## src/rtl/mio_arb_pkg.sv

```systemverilog
// Shared types and constants for the memory/IO bus arbiter.
// State encoding and the data word returned on an aborted access.
package mio_arb_pkg;

  typedef enum logic [1:0] {
    IDLE = 2'd0,
    BUS  = 2'd1,
    RESP = 2'd2
  } state_t;

  // Wide enough for any practical DW; the top slices off DW bits.
  localparam int unsigned      ERR_DATA_MAX_W = 1024;
  localparam logic [ERR_DATA_MAX_W-1:0] ERR_DATA = '1;

  localparam int unsigned TMO_CNT_W = 16;

endpackage

```

## src/rtl/mio_arbiter_rr_pick.sv

```systemverilog
// Combinational round-robin picker: search starts one past the last grant
// and wraps, so the last winner has the lowest priority.
module rr_pick #(
  parameter int N_CPU = 2,
  parameter int GW    = $clog2(N_CPU)
) (
  input  logic [N_CPU-1:0] req,
  input  logic [GW-1:0]    last,
  output logic [GW-1:0]    next,
  output logic             valid
);

  always_comb begin
    next  = last;
    valid = 1'b0;
    // Walk offsets from farthest to nearest so the nearest hit wins.
    for (int k = N_CPU; k >= 1; k--) begin
      if (req[GW'((int'(last) + k) % N_CPU)]) begin
        next  = GW'((int'(last) + k) % N_CPU);
        valid = 1'b1;
      end
    end
  end

endmodule

```

## src/rtl/mio_arbiter.sv

```systemverilog
// Round-robin arbiter granting N_CPU requesters one at a time onto a single
// memory/IO bus. Define MIO_ARB_TIMEOUT_EN to abort stalled bus accesses.
module mio_arbiter
  import mio_arb_pkg::*;
#(
  parameter int N_CPU       = 2,
  parameter int AW          = 32,
  parameter int DW          = 32,
  parameter int TIMEOUT_CYC = 255
) (
  input  logic                   clk,
  input  logic                   reset,
  input  logic [N_CPU-1:0]       cpu_req,
  input  logic [N_CPU-1:0]       cpu_we,
  input  logic [N_CPU*AW-1:0]    cpu_addr,
  input  logic [N_CPU*DW-1:0]    cpu_wdata,
  output logic [DW-1:0]          cpu_rdata,
  output logic [N_CPU-1:0]       cpu_ready,
  output logic                   cpu_err,
  output logic                   CPU_MIO,
  output logic                   mem_w,
  output logic [AW-1:0]          Addr_out,
  output logic [DW-1:0]          Data_out,
  input  logic [DW-1:0]          Data_in,
  input  logic                   MIO_ready,
  output logic [$clog2(N_CPU)-1:0] grant_id
);

  localparam int GW = $clog2(N_CPU);

  if (N_CPU < 2 || N_CPU > 8 || TIMEOUT_CYC < 1 || TIMEOUT_CYC > 65535) begin : g_param_check
    $error("mio_arbiter: N_CPU or TIMEOUT_CYC out of range");
  end

  state_t          state;
  logic [GW-1:0]   pick_id;
  logic            pick_vld;
  logic            sel_we;
  logic [AW-1:0]   sel_addr;
  logic [DW-1:0]   sel_wdata;

  rr_pick #(
    .N_CPU (N_CPU),
    .GW    (GW)
  ) u_rr_pick (
    .req   (cpu_req),
    .last  (grant_id),
    .next  (pick_id),
    .valid (pick_vld)
  );

  // Request fields of the CPU the picker chose this cycle.
  always_comb begin
    sel_we    = 1'b0;
    sel_addr  = '0;
    sel_wdata = '0;
    for (int i = 0; i < N_CPU; i++) begin
      if (GW'(i) == pick_id) begin
        sel_we    = cpu_we[i];
        sel_addr  = cpu_addr[i*AW +: AW];
        sel_wdata = cpu_wdata[i*DW +: DW];
      end
    end
  end

`ifdef MIO_ARB_TIMEOUT_EN
  localparam logic [TMO_CNT_W-1:0] TMO_LAST = TMO_CNT_W'(TIMEOUT_CYC - 1);

  logic [TMO_CNT_W-1:0] tmo_cnt;
  logic                 cpu_err_r;

  assign cpu_err = cpu_err_r;
`else
  assign cpu_err = 1'b0;
`endif

  always_ff @(posedge clk) begin
    if (reset) begin
      state     <= IDLE;
      CPU_MIO   <= 1'b0;
      mem_w     <= 1'b0;
      Addr_out  <= '0;
      Data_out  <= '0;
      cpu_ready <= '0;
      cpu_rdata <= '0;
      grant_id  <= GW'(N_CPU - 1);
`ifdef MIO_ARB_TIMEOUT_EN
      cpu_err_r <= 1'b0;
      tmo_cnt   <= '0;
`endif
    end else begin
      case (state)
        IDLE: begin
          if (pick_vld) begin
            grant_id <= pick_id;
            mem_w    <= sel_we;
            Addr_out <= sel_addr;
            Data_out <= sel_wdata;
            CPU_MIO  <= 1'b1;
            state    <= BUS;
`ifdef MIO_ARB_TIMEOUT_EN
            tmo_cnt  <= '0;
`endif
          end
        end

        // Bus fields stay frozen here; only completion or timeout leaves.
        BUS: begin
          if (MIO_ready) begin
            if (!mem_w) cpu_rdata <= Data_in;
            cpu_ready <= N_CPU'(1) << grant_id;
            CPU_MIO   <= 1'b0;
            state     <= RESP;
`ifdef MIO_ARB_TIMEOUT_EN
            cpu_err_r <= 1'b0;
          end else if (tmo_cnt == TMO_LAST) begin
            cpu_rdata <= ERR_DATA[DW-1:0];
            cpu_err_r <= 1'b1;
            cpu_ready <= N_CPU'(1) << grant_id;
            CPU_MIO   <= 1'b0;
            state     <= RESP;
          end else begin
            tmo_cnt <= tmo_cnt + 1'b1;
`endif
          end
        end

        RESP: begin
          cpu_ready <= '0;
`ifdef MIO_ARB_TIMEOUT_EN
          cpu_err_r <= 1'b0;
`endif
          state     <= IDLE;
        end

        default: state <= IDLE;
      endcase
    end
  end

endmodule

```

## config.mk

```make
export PLATFORM = sky130hd
export DESIGN_NAME = mio_arbiter
export DESIGN_NICKNAME = d
export VERILOG_FILES = /design/src/rtl/mio_arb_pkg.sv /design/src/rtl/mio_arbiter_rr_pick.sv /design/src/rtl/mio_arbiter.sv
export SDC_FILE = /design/constraint.sdc
export NUM_CORES = 1
export LEC_CHECK = 0
export ABC_AREA = 1
export CELL_PAD_IN_SITES_DETAIL_PLACEMENT = 2
export CELL_PAD_IN_SITES_GLOBAL_PLACEMENT = 2
export CORE_ASPECT_RATIO = 0.7
export CORE_UTILIZATION = 21
export DETAILED_ROUTE_END_ITERATION = 8
export HOLD_SLACK_MARGIN = 0.06
export PLACE_DENSITY_LB_ADDON = 0.1
export SLEW_MARGIN = 5
export SYNTH_ARGS = -nofsm -noshare
export SYNTH_HDL_FRONTEND = slang
export SYNTH_SLANG_ARGS = --single-unit
```

## constraint.sdc

```tcl
create_clock -name clk -period 3.2 [get_ports clk]
set_clock_uncertainty 0.2 [all_clocks]
set_input_delay 0.48 -clock clk [delete_from_list [all_inputs] [get_ports clk]]
set_output_delay 0.48 -clock clk [all_outputs]
set_load 0.05 [all_outputs]
```

==> results.tsv <==
stage	metric	value	unit
grt	met1_usage	24.52	%
status	status	finished, final reports clean	
worst_setup_path	cpPeakStageDelay	0.88	ns
timing	rsz0062_at_grt	no	
timing	hold_violations	0	
yosys	syn_nets	913	
timing	max_freq	414.8	MHz
grt	grt-ovfl-total	0	
pwr	power_leakage	3.579	nW
timing	fin_setup_tns	0	ns
worst_setup_path	cp_top_family	buffers and inverters	
clock_network	cts.sinks	103	
clock_network	path_clk_slew	0.07	ns
yosys	synth.avg_cell_area	6.670	sq um
clock_network	clock_latency	0.35	ns
floorplanning	dieArea	24330	sq um
worst_setup_path	critPathRequiredTime	2.52	ns
cells_and_area	drive_gt1_share	4.277	%
timing	tightest_slew	0.8872	ns
yosys	ys_types	17	
place	routabilityCongestion	0.7038	
drt	postRouteAntennaNets	0	
worst_setup_path	critPathSlowestCell	clkdlybuf4s50_1	
timing	finalCritPeriodShare	75.34	%
grt	use_met3	6.790	%
timing	setup_viol	0	
clock_network	postCtsHoldBufs	0	
floorplanning	core_area	22960	sq um
worst_setup_path	cp_max_fo	6	
pwr	cellPowerDensity	499.8	nW/um^2
place	place_hpwl	15490	um
clock_network	ctsLongestPathBuffers	2	
timing	drv_slew	0	
grt	grt_use_met2	27.02	%
cells_and_area	final_cells	1294	
timing	finalCriticalPeriod	2.411	ns
drt	first_pass_iters	4	
clock_network	cts-root-buf	clkbuf_16	
worst_setup_path	crit_path_cell_trace	clkdlybuf4s50_1	
yosys	syn_area	4976	sq um
grt	grt_usage	18.11	%
floorplanning	rows	46	
cells_and_area	syn2layout_area_growth	63.94	%
yosys	yosys_warnings	0	
grt	antenna_found_initial	2	
cells_and_area	nets	1144	
drt	wl_per_cell	17.00	um
grt	grt_pass1_vias	5717	
drt	viasPerCell	4.370	
run	drv_cap	0	
clock_network	cts_tree	yes	
floorplanning	io_pins	269	
worst_setup_path	endpoint_kind	output port	
pwr	ir_worst_vdd	0.2438	mV
place	dp.cells	1278	
yosys	ys_seq_elements	103	
worst_setup_path	path_class	register to output port	
grt	grt_pass1_wl	33120	um
yosys	syn-instance-count	746	
timing	slew_headroom	40.85	%
clock_network	postCtsSetupRepairBufs	0	
worst_hold_path	hold_class	input port to register	
cells_and_area	diodes	0	
worst_setup_path	cp-start-kind	register	
drt	drtIter0Drc	192	
grt	grt_start_max_net_pins	71	
place	numPortBuffers	266	
clock_network	h-tree-depth	3	
clock_network	ctsResizeCount	0	
cells_and_area	num-fill-cells	2745	
yosys	ys_seq_area_share	41.44	%
floorplanning	start_util	21.67	%
floorplanning	die_w	186.0	um
drt	routed_wl	21990	um
worst_setup_path	worstPathArrival	1.73	ns
drt	num_vias	5655	
floorplanning	fp.dieH	130.8	um
drt	drc	0	
grt	top_usage_layer	met2	
worst_setup_path	critPathBufInv	1	
clock_network	cts_inserted_buffers	9	
==> placed cells by master (no fill, tap or decap) <==
cell type and count:
a21oi_1 70, buf_12 1, buf_2 1, buf_4 13
bufinv_16 3, clkbuf_16 9, clkbuf_8 1, clkdlybuf4s50_1 265
clkinv_2 2, clkinvlp_4 1, conb_1 1, dfxtp_1 103
inv_1 133, inv_2 5, nand2_1 71, nand2_2 4
nand3_1 198, nand3_2 1, nor2_1 66, nor2_2 1
o21ai_0 32, o21ai_1 1
==> metrics by stage <==
stage / instance area [sq um] / setup slack [ns] / power (mW) / hold slack [ns] / utilization [%]
after floorplan: 4976 / 1.511 / 2.258 / 0.3155 / -
after global placement: 7811 / 0.6900 / 2.787 / 0.2553 / 34.01
after detailed placement: 7811 / 0.6259 / 2.808 / 0.2625 / 34.01
after CTS: 8158 / 0.7620 / 4.158 / 0.2272 / 35.52
after global routing: 8158 / 0.7334 / 4.306 / 0.2586 / 35.52
final: 8158 / 0.7890 / 4.078 / 0.2380 / 35.52
==> routing by layer <==
layer	routed length (um)	share of wire, %
met1	10480	48
met2	9528	43
met3	1753	8.0
met4	215	0.98
met5	13	0.059
==> worst paths after layout <==
path | startpoint | endpoint | slack, ns | depth (start not counted)
worst max-delay path | grant_id$_SDFFE_PP1P_ | grant_id | 0.79 | 1
worst min-delay path | reset | cpu_ready[1]$_SDFFE_PP0P_ | 0.24 | 4
worst max register to register | state[1]$_SDFFE_PP0P_ | Data_out[5]$_SDFFE_PP0P_ | 1.31 | 6
worst min register to register | cpu_ready[1]$_SDFFE_PP0P_ | cpu_ready[1]$_SDFFE_PP0P_ | 0.27 | 2
==> kinds of logic (layout without fill, tap and decap cells) <==
group | count (synthesis) | count (layout) | share of synthesized area (%)
AO/OA/AOI/OAI | 103 | 103 | 10.36
buffers and inverters | 198 | 434 | 17.25
flip-flops | 103 | 103 | 41.44
other | 1 | 1 | 0.07536
AND/OR/NAND/NOR | 341 | 341 | 30.88
==> Yosys cell counts <==
master / instances / area share [%]
a21oi_1: 70 / 7.0
buf_1: 2 / 0.15
buf_2: 14 / 1.4
buf_4: 24 / 3.6
buf_6: 1 / 0.23
clkbuf_1: 19 / 1.4
conb_1: 1 / 0.075
dfxtp_1: 103 / 41
inv_1: 133 / 10
inv_2: 5 / 0.38
nand2_1: 75 / 5.7
nand3_1: 198 / 20
nand3_2: 1 / 0.20
nor2_1: 66 / 5.0
nor2_2: 1 / 0.13
o21ai_0: 32 / 3.2
o21ai_1: 1 / 0.10
==> where the power goes <==
| group | switching (mW) | internal, mW | leakage, nW |
|---|---|---|---|
| clock network | 0.529 | 0.784 | 0.168 |
| registers | 0.0568 | 1.39 | 0.849 |
| logic | 0.807 | 0.510 | 2.56 |
| total | 1.39 | 2.68 | 3.58 |
==> cell type report <==
class	instances	area, sq um	area share [%]
inverter	138	518.0	6.350
timing repair buffer	280	2775	34.02
tap	312	390.4	4.785
clock buffer	10	239.0	2.929
clock inverter	6	107.6	1.319
sequential	103	2062	25.28
multi-input combinational	445	2066	25.32
==> registers in the layout (all words and copies together), names as in the netlist <==
signal / cells
Addr_out: 32
mem_w: 1
state: 2
cpu_ready: 2
Data_out: 32
CPU_MIO: 1
grant_id: 1
cpu_rdata: 32
==> worst min-delay path: stages <==
cell     delay (ns)
buf_2          0.09
inv_1          0.07
nand2_1        0.07
a21oi_1        0.04
No activity file was read; power rests on OpenSTA's default activity.
